## src/rtl/rev_mac_pe_seq.sv

```systemverilog
// rev_mac_pe_seq: sequenced multiply/accumulate engine with an uncompute check on
// each datapath stage, operand/result buffers and fault-injection hooks.
module rev_mac_pe_seq #(
  parameter int DW    = 8,
  parameter int DEPTH = 16,
  parameter int AW    = $clog2(DEPTH),
  parameter int ACCW  = 2*DW + AW
) (
  input  logic            clk,
  input  logic            rst,
  input  logic            wr_en,
  input  logic [AW-1:0]   wr_addr,
  input  logic [2*DW-1:0] wr_data,
  input  logic            start,
  input  logic            mode,
  input  logic [AW:0]     len,
  input  logic            inj_mult,
  input  logic            inj_add,
  input  logic            rd_en,
  input  logic [AW-1:0]   rd_addr,
  output logic [ACCW-1:0] rd_data,
  output logic            rd_valid,
  output logic            busy,
  output logic            done,
  output logic            err_mult,
  output logic            err_add,
  output logic [AW:0]     err_cnt
);

  typedef enum logic [1:0] {
    S_IDLE  = 2'd0,
    S_RUN   = 2'd1,
    S_DRAIN = 2'd2,
    S_DONE  = 2'd3
  } state_t;

  localparam logic [AW:0] DEPTH_L    = (AW+1)'(DEPTH);
  localparam logic [AW:0] DRAIN_LAST = (AW+1)'(2);
  localparam logic [AW:0] ONE_L      = (AW+1)'(1);

  state_t            state_r, state_s;
  logic [AW:0]       cnt_r, len_r, len_eff_s;
  logic              mode_r;
  logic              idle_s, start_ok_s, issue_s;

  logic [2*DW-1:0]   op_mem [DEPTH];
  logic [ACCW-1:0]   res_mem [DEPTH];

  logic              v0_r, v1_r, v2_r;
  logic [AW-1:0]     idx0_r, idx1_r, idx2_r;
  logic [2*DW-1:0]   q0_r;
  logic [DW-1:0]     a1_r, b1_r;
  logic [2*DW-1:0]   p2_r;
  logic [DW-1:0]     g2_r, b2_r;
  logic [ACCW-1:0]   acc_r;

  logic [2*DW-1:0]   prod_s, rev_prod_s;
  logic [DW-1:0]     arev_s;
  logic [ACCW-1:0]   p_ext_s, s_sum_s, s_new_s;
  logic              mult_mis_s, add_mis_s;

  logic              busy_r, done_r, rd_valid_r, err_mult_r, err_add_r;
  logic [ACCW-1:0]   rd_data_r;
  logic [AW:0]       err_cnt_r;

  assign idle_s     = (state_r == S_IDLE);
  assign start_ok_s = idle_s && start;
  assign issue_s    = (state_r == S_RUN);

  // Effective run length: 0 or anything past DEPTH means a full buffer.
  always_comb begin
    len_eff_s = len;
    if ((len == {(AW+1){1'b0}}) || (len > DEPTH_L)) begin
      len_eff_s = DEPTH_L;
    end else begin
      len_eff_s = len;
    end
  end

  // Next-state logic; cnt_r restarts on every state change.
  always_comb begin
    state_s = state_r;
    case (state_r)
      S_IDLE: begin
        if (start) state_s = S_RUN;
        else       state_s = S_IDLE;
      end
      S_RUN: begin
        if (cnt_r == len_r - ONE_L) state_s = S_DRAIN;
        else                        state_s = S_RUN;
      end
      S_DRAIN: begin
        if (cnt_r == DRAIN_LAST) state_s = S_DONE;
        else                     state_s = S_DRAIN;
      end
      S_DONE:  state_s = S_IDLE;
      default: state_s = S_IDLE;
    endcase
  end

  // State register, run parameters and registered status outputs.
  always_ff @(posedge clk) begin
    if (rst) begin
      state_r <= S_IDLE;
      cnt_r   <= {(AW+1){1'b0}};
      len_r   <= DEPTH_L;
      mode_r  <= 1'b0;
      busy_r  <= 1'b0;
      done_r  <= 1'b0;
    end else begin
      state_r <= state_s;
      if (state_s != state_r) cnt_r <= {(AW+1){1'b0}};
      else                    cnt_r <= cnt_r + ONE_L;
      if (start_ok_s) begin
        len_r  <= len_eff_s;
        mode_r <= mode;
      end
      busy_r <= (state_s == S_RUN) || (state_s == S_DRAIN);
      done_r <= (state_s == S_DONE);
    end
  end

  // Forward datapath and both uncompute checks; inject hooks corrupt stored values.
  always_comb begin
    prod_s     = {{DW{1'b0}}, a1_r} * {{DW{1'b0}}, b1_r};
    arev_s     = g2_r ^ b2_r;
    rev_prod_s = {{DW{1'b0}}, arev_s} * {{DW{1'b0}}, b2_r};
    p_ext_s    = {{AW{1'b0}}, p2_r};
    if (mode_r) s_sum_s = acc_r + p_ext_s;
    else        s_sum_s = p_ext_s;
    s_new_s    = s_sum_s ^ {{(ACCW-1){1'b0}}, inj_add};
    mult_mis_s = v2_r && (rev_prod_s != p2_r);
    if (mode_r) add_mis_s = v2_r && ((s_new_s - acc_r) != p_ext_s);
    else        add_mis_s = v2_r && (s_new_s != p_ext_s);
  end

  // Operand buffer: IDLE-only writes, stage-0 synchronous read.
  always_ff @(posedge clk) begin
    if (idle_s && wr_en) op_mem[wr_addr] <= wr_data;
    if (issue_s)         q0_r <= op_mem[cnt_r[AW-1:0]];
  end

  // Pipeline stages 1 and 2 with valid/index tags.
  always_ff @(posedge clk) begin
    if (rst) begin
      v0_r   <= 1'b0;
      v1_r   <= 1'b0;
      v2_r   <= 1'b0;
      idx0_r <= {AW{1'b0}};
      idx1_r <= {AW{1'b0}};
      idx2_r <= {AW{1'b0}};
      a1_r   <= {DW{1'b0}};
      b1_r   <= {DW{1'b0}};
      p2_r   <= {(2*DW){1'b0}};
      g2_r   <= {DW{1'b0}};
      b2_r   <= {DW{1'b0}};
    end else begin
      v0_r   <= issue_s;
      idx0_r <= cnt_r[AW-1:0];
      v1_r   <= v0_r;
      idx1_r <= idx0_r;
      a1_r   <= q0_r[DW-1:0];
      b1_r   <= q0_r[2*DW-1:DW];
      v2_r   <= v1_r;
      idx2_r <= idx1_r;
      p2_r   <= prod_s ^ {{(2*DW-1){1'b0}}, inj_mult};
      g2_r   <= a1_r ^ b1_r;
      b2_r   <= b1_r;
    end
  end

  // Stage 3 commit into the result buffer.
  always_ff @(posedge clk) begin
    if (!rst && v2_r) res_mem[idx2_r] <= s_new_s;
  end

  // Accumulator and error bookkeeping, cleared by an accepted start.
  always_ff @(posedge clk) begin
    if (rst || start_ok_s) begin
      acc_r      <= {ACCW{1'b0}};
      err_mult_r <= 1'b0;
      err_add_r  <= 1'b0;
      err_cnt_r  <= {(AW+1){1'b0}};
    end else if (v2_r) begin
      if (mode_r) acc_r <= s_new_s;
      err_mult_r <= err_mult_r | mult_mis_s;
      err_add_r  <= err_add_r | add_mis_s;
      if ((mult_mis_s || add_mis_s) && (err_cnt_r != {(AW+1){1'b1}})) begin
        err_cnt_r <= err_cnt_r + ONE_L;
      end
    end
  end

  // Result read port, IDLE only.
  always_ff @(posedge clk) begin
    if (rst) begin
      rd_data_r  <= {ACCW{1'b0}};
      rd_valid_r <= 1'b0;
    end else if (idle_s && rd_en) begin
      rd_data_r  <= res_mem[rd_addr];
      rd_valid_r <= 1'b1;
    end else begin
      rd_valid_r <= 1'b0;
    end
  end

  assign rd_data  = rd_data_r;
  assign rd_valid = rd_valid_r;
  assign busy     = busy_r;
  assign done     = done_r;
  assign err_mult = err_mult_r;
  assign err_add  = err_add_r;
  assign err_cnt  = err_cnt_r;

endmodule

```

## config.mk

```make
export PLATFORM = sky130hd
export DESIGN_NAME = rev_mac_pe_seq
export DESIGN_NICKNAME = d
export VERILOG_FILES = /design/src/rtl/rev_mac_pe_seq.sv
export SDC_FILE = /design/constraint.sdc
export NUM_CORES = 1
export LEC_CHECK = 0
export CAP_MARGIN = 15
export CORE_AREA = 5 5 277 279
export CTS_CLUSTER_DIAMETER = 80
export DETAILED_ROUTE_END_ITERATION = 10
export DIE_AREA = 0 0 282 284
export GPL_TIMING_DRIVEN = 0
export PLACE_DENSITY = 0.65
export SYNTH_ARGS = -nofsm -noshare
export SYNTH_HDL_FRONTEND = slang
export SYNTH_SLANG_ARGS = --single-unit
export TNS_END_PERCENT = 1
```

## constraint.sdc

```tcl
create_clock -name clk -period 5.7 [get_ports clk]
set_input_delay 0.57 -clock clk [delete_from_list [all_inputs] [get_ports clk]]
set_output_delay 0.57 -clock clk [all_outputs]
set_load 0.01 [all_outputs]
```

### Word-level counts from Yosys, hierarchy flattened

Memories as Yosys holds them, arrays and structs flattened. A register that Yosys moved wholly into a read port is not among the register bits.
Cells that the tools add are included.

* reductions and logical operators: 18
* bitwise logic cells: 6
* equal/unequal tests: 13
* $mul: 2
* $lt $le $gt $ge: 1
* muxes and demuxes: 12
* add/sub/neg operators: 5

Operator list (count)
* $ne 20x16->1: 2
* $mul 8x8->16: 2
* $add 20x16->20: 1
* $mux 20: 1
* $sub 20x20->20: 1
* $xor 20x1->20: 1
* $ne 16x16->1: 1
* $xor 16x1->16: 1
* $xor 8x8->8: 2
* $add 5x1->5 const B: 2
* $eq 2x2->1 const B: 4
* $logic_and 1x1->1: 8
* $mux 1: 8
* $pmux 2 s4: 1
* $eq 5x2->1 const B: 1
* $eq 5x5->1: 1
* $gt 5x5->1 const B: 1
* $logic_not 5->1: 1
* $mux 5: 1
* $ne 5x5->1 const B: 1
* $sub 5x1->5 const B: 1
* $eq 2x1->1 const B: 2
* $logic_or 1x1->1: 4
* $reduce_and 2->1: 2
* other kinds (6): 7

* output and inout port bits: 30
* memories: 2
* logic and storage cells: 81
* bits of input ports: 37
* bits in registers: 106
* RAM bits: 576

Memory list
* res_mem: depth 16, bits a word 20, read ports 1, clocked after Yosys merged registers in 1, write ports 1, line 47 `logic [ACCW-1:0] res_mem [DEPTH];`
* op_mem: depth 16, bits a word 16, read ports 1, clocked after Yosys merged registers in 1, write ports 1, line 46 `logic [2*DW-1:0] op_mem [DEPTH];`

### Longest topological paths before layout

Gate-level depths: netlist of the first run.

* word-level depth: 10
* depth in mapped cells: 23
* mapped depth without buffers: 22

### Worst setup path after synthesis of the first run

Ideal clock, no wire load.

* path type: register to register
* from: reg b2_r[7]
* to: reg err_cnt_r[3], in the netlist err_cnt[3]
* buffers on the path: 0
* stages on the path, launching flop included: 19
* data required time: 5.633 ns
* path slack: 0.349 ns
* arrival time: 5.284 ns
* setup time: 0.067 ns
* period minus slack after synthesis: 5.351 ns
* cell sequence: dfxtp_1 -> ha_1 -> nand2b_1 -> fa_1 -> fa_1 -> fa_1 -> fa_1 -> inv_1 -> ha_1 -> or3_1 -> nand2b_1 -> o221ai_1 -> mux2i_1 -> a211oi_1 -> and4_1 -> a211o_1 -> a31o_4 -> or3_1 -> a21oi_2

* cells in the longest elaborated chain, start to end: 7

RTL lines
* start, declared: line 54 `logic [DW-1:0] g2_r, b2_r;`
* start signal, assigned: line 156 `b2_r <= {DW{1'b0}};`
* start signal, assigned: line 168 `b2_r <= b1_r;`
* $xor 8x8->8: line 126 `arev_s = g2_r ^ b2_r;`
* $mul 8x8->16 (*): line 127 `rev_prod_s = {{DW{1'b0}}, arev_s} * {{DW{1'b0}}, b2_r};`
* $ne 16x16->1 (*): line 132 `mult_mis_s = v2_r && (rev_prod_s != p2_r);`
* $logic_and 1x1->1 (*): line 132
* $logic_or 1x1->1 (*): line 188 `if ((mult_mis_s || add_mis_s) && (err_cnt_r != {(AW+1){1'b1}})) begin`
* $logic_and 1x1->1 (*): line 188
* $reduce_and 2->1 (no source line) (*)
* end signal, assigned: line 183 `err_cnt_r <= {(AW+1){1'b0}};`
* end signal, assigned: line 189 `err_cnt_r <= err_cnt_r + ONE_L;`
* end, declared: line 64 `logic [AW:0] err_cnt_r;`

Mark *: on every way between the ends. The rest lies on a longest branch, timed or not.
A chain may end at the register's enable or synchronous reset.

### Worst setup path after layout of the first run

* from: reg b2_r[6]
* to: reg err_cnt_r[2], in the netlist err_cnt[2]

The elaborated chain is that of the path after synthesis.

==> run metrics, run 1 <==
Worst path top cell family by delay=adder cells; Clk Latency, worst-skew pair=around 620 ps; most common cell in the netlist=edfxtp_1; xor and xnor fraction of the mapped netlist area=roughly 2.3%; critical path peak fanout=9; PortBufs=roughly 60; clock network fraction of total power=around two fifths; worst slew pin tran=1070 ps; num ports=67; Most used DFF post-synth=edfxtp_1; core box area=73900 um^2; Hold WS=roughly 440 ps; Peak Freq=about 180 MHz; TritonRoute pass-1 iters=5; top cells by area, synth=edfxtp_1 54%, mux4_2 12%, dfxtp_1 7.6%; clock sink count=between 700 and 800; Nets=roughly 2500; Tcrit/Tclk final=between 90% and 100%; cell area after synthesis=around 33000 um^2; slew margin rel.=28.5%; Synth Area in Compound Gates=3.85%; initial core utilization=between 40 and 50%; VDD IR-drop max=between 0.2 and 0.3 mV; clk slew on worst S/H paths=about 50 ps; post-route cell area=roughly 38000 um^2; syn_area_per_cell=roughly 16 um^2; dpl hpwl=approximately 52000 um; ANT cells=0; residual DRC count=0; Placer Congestion=about 0.84; Syn Inst Count=roughly 2100; Worst Setup End Kind=flop; ys async rst share=0%; Worst path max stage delay=~550 ps; sequential share of power=a little under half; Most Crowded Layer GR=met2; total grt overflow=0; post-place setup slack=-649 ps; Net Sw Frac=23.4%; skew final=approximately 33 ps; Syn-to-layout area delta=16.3%; M1 GR Usage=26.2%; net switching power=approximately 2.8 mW; cell mode on critical path=fa_1; Pwr Density=317 nW/um^2; GR Util All Layers=between 10% and 20%; Final Non-Filler Cells=between 3000 and 4000; startpoint type of the worst setup path=flop; Final Max Slew Viols=0; Crit Path Class=flop to flop; min Tclk post-route=5440 ps; first-pass GRT wire length=118000 um; Buf/Inv on CP=2; CTS Buf Count=slightly below 80; Overall Power=~12 mW; PnR worst setup slack=258 ps; number of synthesized flops with an enable pin=592; DRT Wirelength=just under 80000 um; Yosys Warn Count=0; Max Cap Violations=0; Post-synth top cells=592 x edfxtp_1, 180 x mux4_2, 149 x inv_1; die width=between 200 and 300 um; Synth Net Count=between 2000 and 2500; Internal Power=9.34 mW; Final Hold Viols=0; Hold Path Class=flop to flop; Crit-path slowest cell=fa_1; Seq cells post-synth=~720; post-synth top area share=53.8%; initial DRC count=around 1300; Post-Synth Adder-Cell Area=approximately a tenth; Cell Chain, Critical Path=ha_4 -> nor2b_1 -> fa_1 -> inv_1 -> fa_1 -> fa_1 -> fa_1 -> inv_1 -> ha_1 -> or3_1 -> nand2b_1 -> o221ai_2 -> mux2i_1 -> a211oi_1 -> and4_4 -> a211o_1 -> a31o_4 -> or3_1 -> a21oi_2; clock buffer depth=3; Die H=284 um; largest net degree at the start of global routing=21; Leakage=about 14 nW; vias per cell=~5.5; Synth Area in Simple Gates=7.61%; CP required=about 6300 ps; final setup fails=0; Yosys cell types=just over 60; initial antenna violation count=1; TritonCTS clock tree=built; die area=around 80000 um^2; post-synth top area cell=edfxtp_1; CP Data Arrival Time=~6000 ps; status=finished clean; Fill cells=approximately 5900; GR met3 Demand/Resource=3.81%; mux contribution to synthesized area=around an eighth; post-route ant nets=0; dpl cells=between 3000 and 4000; DR WL/cell=23.0 um; register area share after synthesis=between 60% and 70%; combinational fraction of design power=10.4%; CTS root buf=clkbuf_16; vias in the first global route=~19000; largest family of logic cells by synthesized area=multiplexers; row count=100; Post-DP Area=approximately 35000 um^2; grt met2 use=between 30% and 40%; share of cells above drive strength 1=18.2%; Fin Setup TNS=0 ps; htree depth=3; via count=between 15000 and 20000; fin util=roughly half
[cell type report]
class / count / area, um^2 / area share [%]
multi-input cells: 1188 / 12200 / 31.9
clock inverters: 48 / 561 / 1.46
flip-flops and latches: 718 / 20300 / 52.9
clock buffers: 95 / 2040 / 5.30
repair buffers: 105 / 1200 / 3.12
plain buffers: 69 / 260 / 0.678
inverters: 149 / 559 / 1.46
well taps: 969 / 1210 / 3.16
[cell families (layout without fill, tap and decap cells)]
family          Yosys count  count (layout)
compound gates          203             203
mux                     198             198
fa+ha+maj               204             204
flops                   718             718
simple gates            496             496
xor+xnor                 87              87
buf+inv                 219             466
[power groups by stage]
stage | Clock, mW | Combinational [mW] | Sequential, mW
2_1_floorplan | 0 | 0.843 | 5.93
3_3_place_gp | 0 | 1.20 | 5.96
3_5_place_dp | 0 | 1.23 | 5.96
4_1_cts | 5.17 | 1.25 | 5.85
5_1_grt | 5.39 | 1.40 | 5.85
6_report | 5.07 | 1.27 | 5.85
[sequential cells by signal, summed over array words and instances (netlist names), 5 cells and up]
signal / flops
res_mem: 320
op_mem: 256
acc_r: 20
rd_data: 20
p2_r: 16
q0_r: 16
a1_r: 8
b1_r: 8
b2_r: 8
g2_r: 8
cnt_r: 5
err_cnt: 5
len_r: 5
[per-layer routing]
layer	share of wire, %	vias up	routed length, um
met3	6.4	125	4960
met1	42	9454	32200
li1	-	8327	-
met5	0	-	0
met4	2.7	0	2040
met2	49	610	37700
[worst paths after layout]
check                           startpoint         end  slack (ps)  cells past startpoint
worst max register to register     b2_r[6]  err_cnt[2]         260                     19
worst max-delay path               b2_r[6]  err_cnt[2]         260                     19
worst min-delay path             idx1_r[3]   idx2_r[3]         440                      1
worst min register to register   idx1_r[3]   idx2_r[3]         440                      1
[cell usage in the layout, fill, tap and decap left out, types with 11 or more instances in the layout]
master           instances
nor3_1                  20
xor2_1                  37
a21o_1                  11
or3_1                   12
clkdlybuf4s50_1         61
o21ai_0                 28
buf_6                   16
a21oi_1                 80
dfxtp_1                115
edfxtp_1               592
nand2b_1                45
fa_1                    74
clkinv_2                11
xnor2_1                 48
clkbuf_16               79
nor2b_1                 92
clkinv_1                15
nor2_2                  17
buf_8                   21
buf_1                   19
inv_1                  149
nand3_1                 13
ha_1                   119
clkbuf_1                65
mux2_2                  11
and2_1                  40
nor2_1                  73
mux4_2                 180
nand2_1                133
[what timing repair did]
action,in CTS,in global routing
setup buffers,0,3
hold buffers,0,0
pin swaps,1,6
resized for setup,23,39
endpoints found under the setup margin,6,6
Note: power is estimated with default switching activity, not from simulation.
==> run 2, diff against run 1 <==
--- a/config.mk
+++ b/config.mk
@@ -11,7 +11,7 @@
 export DETAILED_ROUTE_END_ITERATION = 10
 export DIE_AREA = 0 0 282 284
 export GPL_TIMING_DRIVEN = 0
-export PLACE_DENSITY = 0.65
+export PLACE_DENSITY = 0.63
 export SYNTH_ARGS = -nofsm -noshare
 export SYNTH_HDL_FRONTEND = slang
 export SYNTH_SLANG_ARGS = --single-unit
==> constraint.sdc (replaced) <==
create_clock -name clk -period 6.33 [get_ports clk]
set_input_delay 0.633 -clock clk [delete_from_list [all_inputs] [get_ports clk]]
set_output_delay 0.633 -clock clk [all_outputs]
set_load 0.01 [all_outputs]
==> run 2 against run 1 <==
Compared with the run above:
- critical path depth is 1 higher
- first-iteration DRC count is 24% higher
- clock skew is 14 ps higher
- worst hold slack hardly changed
- worst setup slack better by 74 ps
- sequential power is 9.9% lower
- total power is 7.7% lower
- clock power is 4% lower
- via count hardly changed
- sequential cell count stayed put
==> run metrics, run 2 (synthesis results as in run 1) <==
CTS Buf Count=78 (was 77); via count=18500 (about the same); Placer Congestion=0.843 (was 0.838); startpoint type of the worst setup path=flop (unchanged); initial antenna violation count=1 (unchanged); VDD IR-drop max=0.234 mV (was 0.268 mV); Nets=2544 (was 2549); DRT Wirelength=76300 um (was 76900 um); Reg2Reg Setup Slack=330 ps (was 260 ps); post-place setup slack=41.9 ps (was -649 ps); Largest Register=res_mem (unchanged); htree depth=3 (unchanged); Fill cells=5991 (was 5943); dpl cells=3192 (was 3191); Max Cap Violations=0 (unchanged); Hold Path Class=flop to flop (unchanged); CP Depth=20 (was 19); Syn-to-layout area delta=16.1% (was 16.3%); fin util=51.9% (about the same); RR Endpoint=err_cnt[3] (was err_cnt[2]); hold_sp=idx0_r[3] (was idx1_r[3]); TritonRoute pass-1 iters=5 (unchanged); CP required=6880 ps (was 6250 ps); initial DRC count=1605 (was 1294); post-route ant nets=0 (unchanged); Worst Setup End Kind=flop (unchanged); critical path peak fanout=9 (unchanged); GR Util All Layers=19.4% (about the same); Final Hold Viols=0 (unchanged); slew margin rel.=21.8% (was 28.5%); total grt overflow=0 (unchanged); Crit Path Class=flop to flop (unchanged); clock buffer depth=3 (unchanged); most frequent cells in the layout=592 x edfxtp_1, 180 x mux4_2, 149 x inv_1 (unchanged); final setup fails=0 (unchanged); DR WL/cell=22.9 um (was 23.0 um); Clk Latency, worst-skew pair=640 ps (was 620 ps); die width=282 um (unchanged); Peak Freq=167 MHz (was 184 MHz); clock sink count=718 (unchanged); PortBufs=61 (unchanged); worst slew pin tran=1170 ps (was 1070 ps); postcts setup bufs=0 (unchanged); Crit-path slowest cell=dfxtp_1 (was fa_1); first-pass GRT wire length=118000 um (about the same); Worst path max stage delay=520 ps (was 550 ps); clk slew on worst S/H paths=60 ps (was 50 ps); Fin Setup TNS=0 ps (unchanged); largest net degree at the start of global routing=21 (unchanged); dpl hpwl=52700 um (was 52500 um); worst reg2reg startpoint=b2_r[2] (was b2_r[6]); Pwr Density=293 nW/um^2 (was 317 nW/um^2); Cell Chain, Critical Path=ha_1 -> nand2b_1 -> fa_1 -> inv_1 -> fa_1 -> inv_1 -> fa_1 -> fa_1 -> inv_1 -> ha_1 -> o21ai_0 -> o21ai_0 -> a311oi_1 -> a21oi_1 -> xnor2_1 -> and4_1 -> a211o_1 -> a31o_4 -> or3_1 -> a21oi_2 (was ha_4 -> nor2b_1 -> fa_1 -> inv_1 -> fa_1 -> fa_1 -> fa_1 -> inv_1 -> ha_1 -> or3_1 -> nand2b_1 -> o221ai_2 -> mux2i_1 -> a211oi_1 -> and4_4 -> a211o_1 -> a31o_4 -> or3_1 -> a21oi_2); num ports=67 (unchanged); residual DRC count=0 (unchanged); Sequential Area=20300 um^2 (about the same); commonest non-fill, non-tap cell in the layout=edfxtp_1 (unchanged); vias in the first global route=19300 (was 19400); Hold WS=437 ps (about the same); Buf/Inv on CP=3 (was 2); Multi-input gate area=12100 um^2 (was 12200 um^2); Hold Path Depth=1 (unchanged); Worst path top cell family by delay=adder cells (unchanged); max FFs per register=320 (unchanged); initial core utilization=44.7% (unchanged); PnR worst setup slack=331 ps (was 258 ps); TritonCTS clock tree=built (unchanged); core box area=73900 um^2 (unchanged); die area=80100 um^2 (unchanged); Final Max Slew Viols=0 (unchanged); vias per cell=5.55 (was 5.54); share of cells above drive strength 1=16.7% (was 18.2%); cell mode on critical path=fa_1 (unchanged); min Tclk post-route=6000 ps (was 5440 ps); Final Non-Filler Cells=3337 (was 3341); biggest regs=res_mem (320), op_mem (256) (unchanged); unrepaired setup endpoints after global routing=false; hold_buf cts=0 (unchanged); CTS root buf=clkbuf_16 (unchanged); CP Data Arrival Time=6550 ps (was 5990 ps); Worst Hold End=idx1_r[3] (was idx2_r[3]); skew final=47.0 ps (was 32.7 ps); Leakage=13.6 nW (was 13.5 nW); Die H=284 um (unchanged); status=finished clean (unchanged); row count=100 (unchanged); R2R depth=20 (was 19); Tcrit/Tclk final=94.8% (was 95.5%)
[run 2: cell types whose count changed in the layout (fill, tap and decap cells not counted), sizes merged]
cell and delta:
clkinv -6, buf -7, clkbuf +3, diode +1, bufinv +5, clkinvlp +1
inv -1
[run 2: worst max-delay path by stage]
stage	slack (ps)	end	from
2_1_floorplan	980	err_cnt[3]	b2_r[7]
6_report	330	err_cnt[3]	b2_r[2]
5_1_grt	10	err_cnt[0]	p2_r[1]
4_1_cts	210	err_cnt[0]	p2_r[0]
3_5_place_dp	40	err_cnt[3]	p2_r[0]
3_3_place_gp	-990	err_cnt[0]	p2_r[0]
[run 2: report_power, final]
part           internal [mW]  switching (mW)
Clock                   2.97            1.90
Combinational          0.468           0.643
Sequential              5.20          0.0652
[run 2: layout make-up]
cell class                 instances  share of cell area (%)
sequential                       718                    52.9
multi-input combinational       1188                    31.4
clock buffer                      97                    5.41
tap                              969                    3.16
timing repair buffer              98                    3.02
clock inverter                    47                    1.89
inverter                         149                    1.46
buffer                            70                   0.688
antenna                            1                 0.00653
[run 2: repair_timing]
action / CTS / global route
setup endpoints to repair: 3 / 6
pin swaps: 0 / 0
resized for setup: 1 / 2
[run 2: metrics by stage]
step / power (mW) / area (um^2)
detailed placement: 6.48 / 35500
floorplan: 6.10 / 33000
CTS: 11.4 / 38300
finish: 11.3 / 38300
global placement: 6.44 / 34900
global route: 11.7 / 38300
[run 2: metal layers]
layer | vias to the layer above | GRT usage [%] | wire [um]
met5 | - | 0 | 13
met4 | 2 | 4.72 | 1640
met3 | 111 | 2.95 | 4130
met2 | 559 | 32.3 | 37600
met1 | 9540 | 27.0 | 32900
li1 | 8317 | - | -
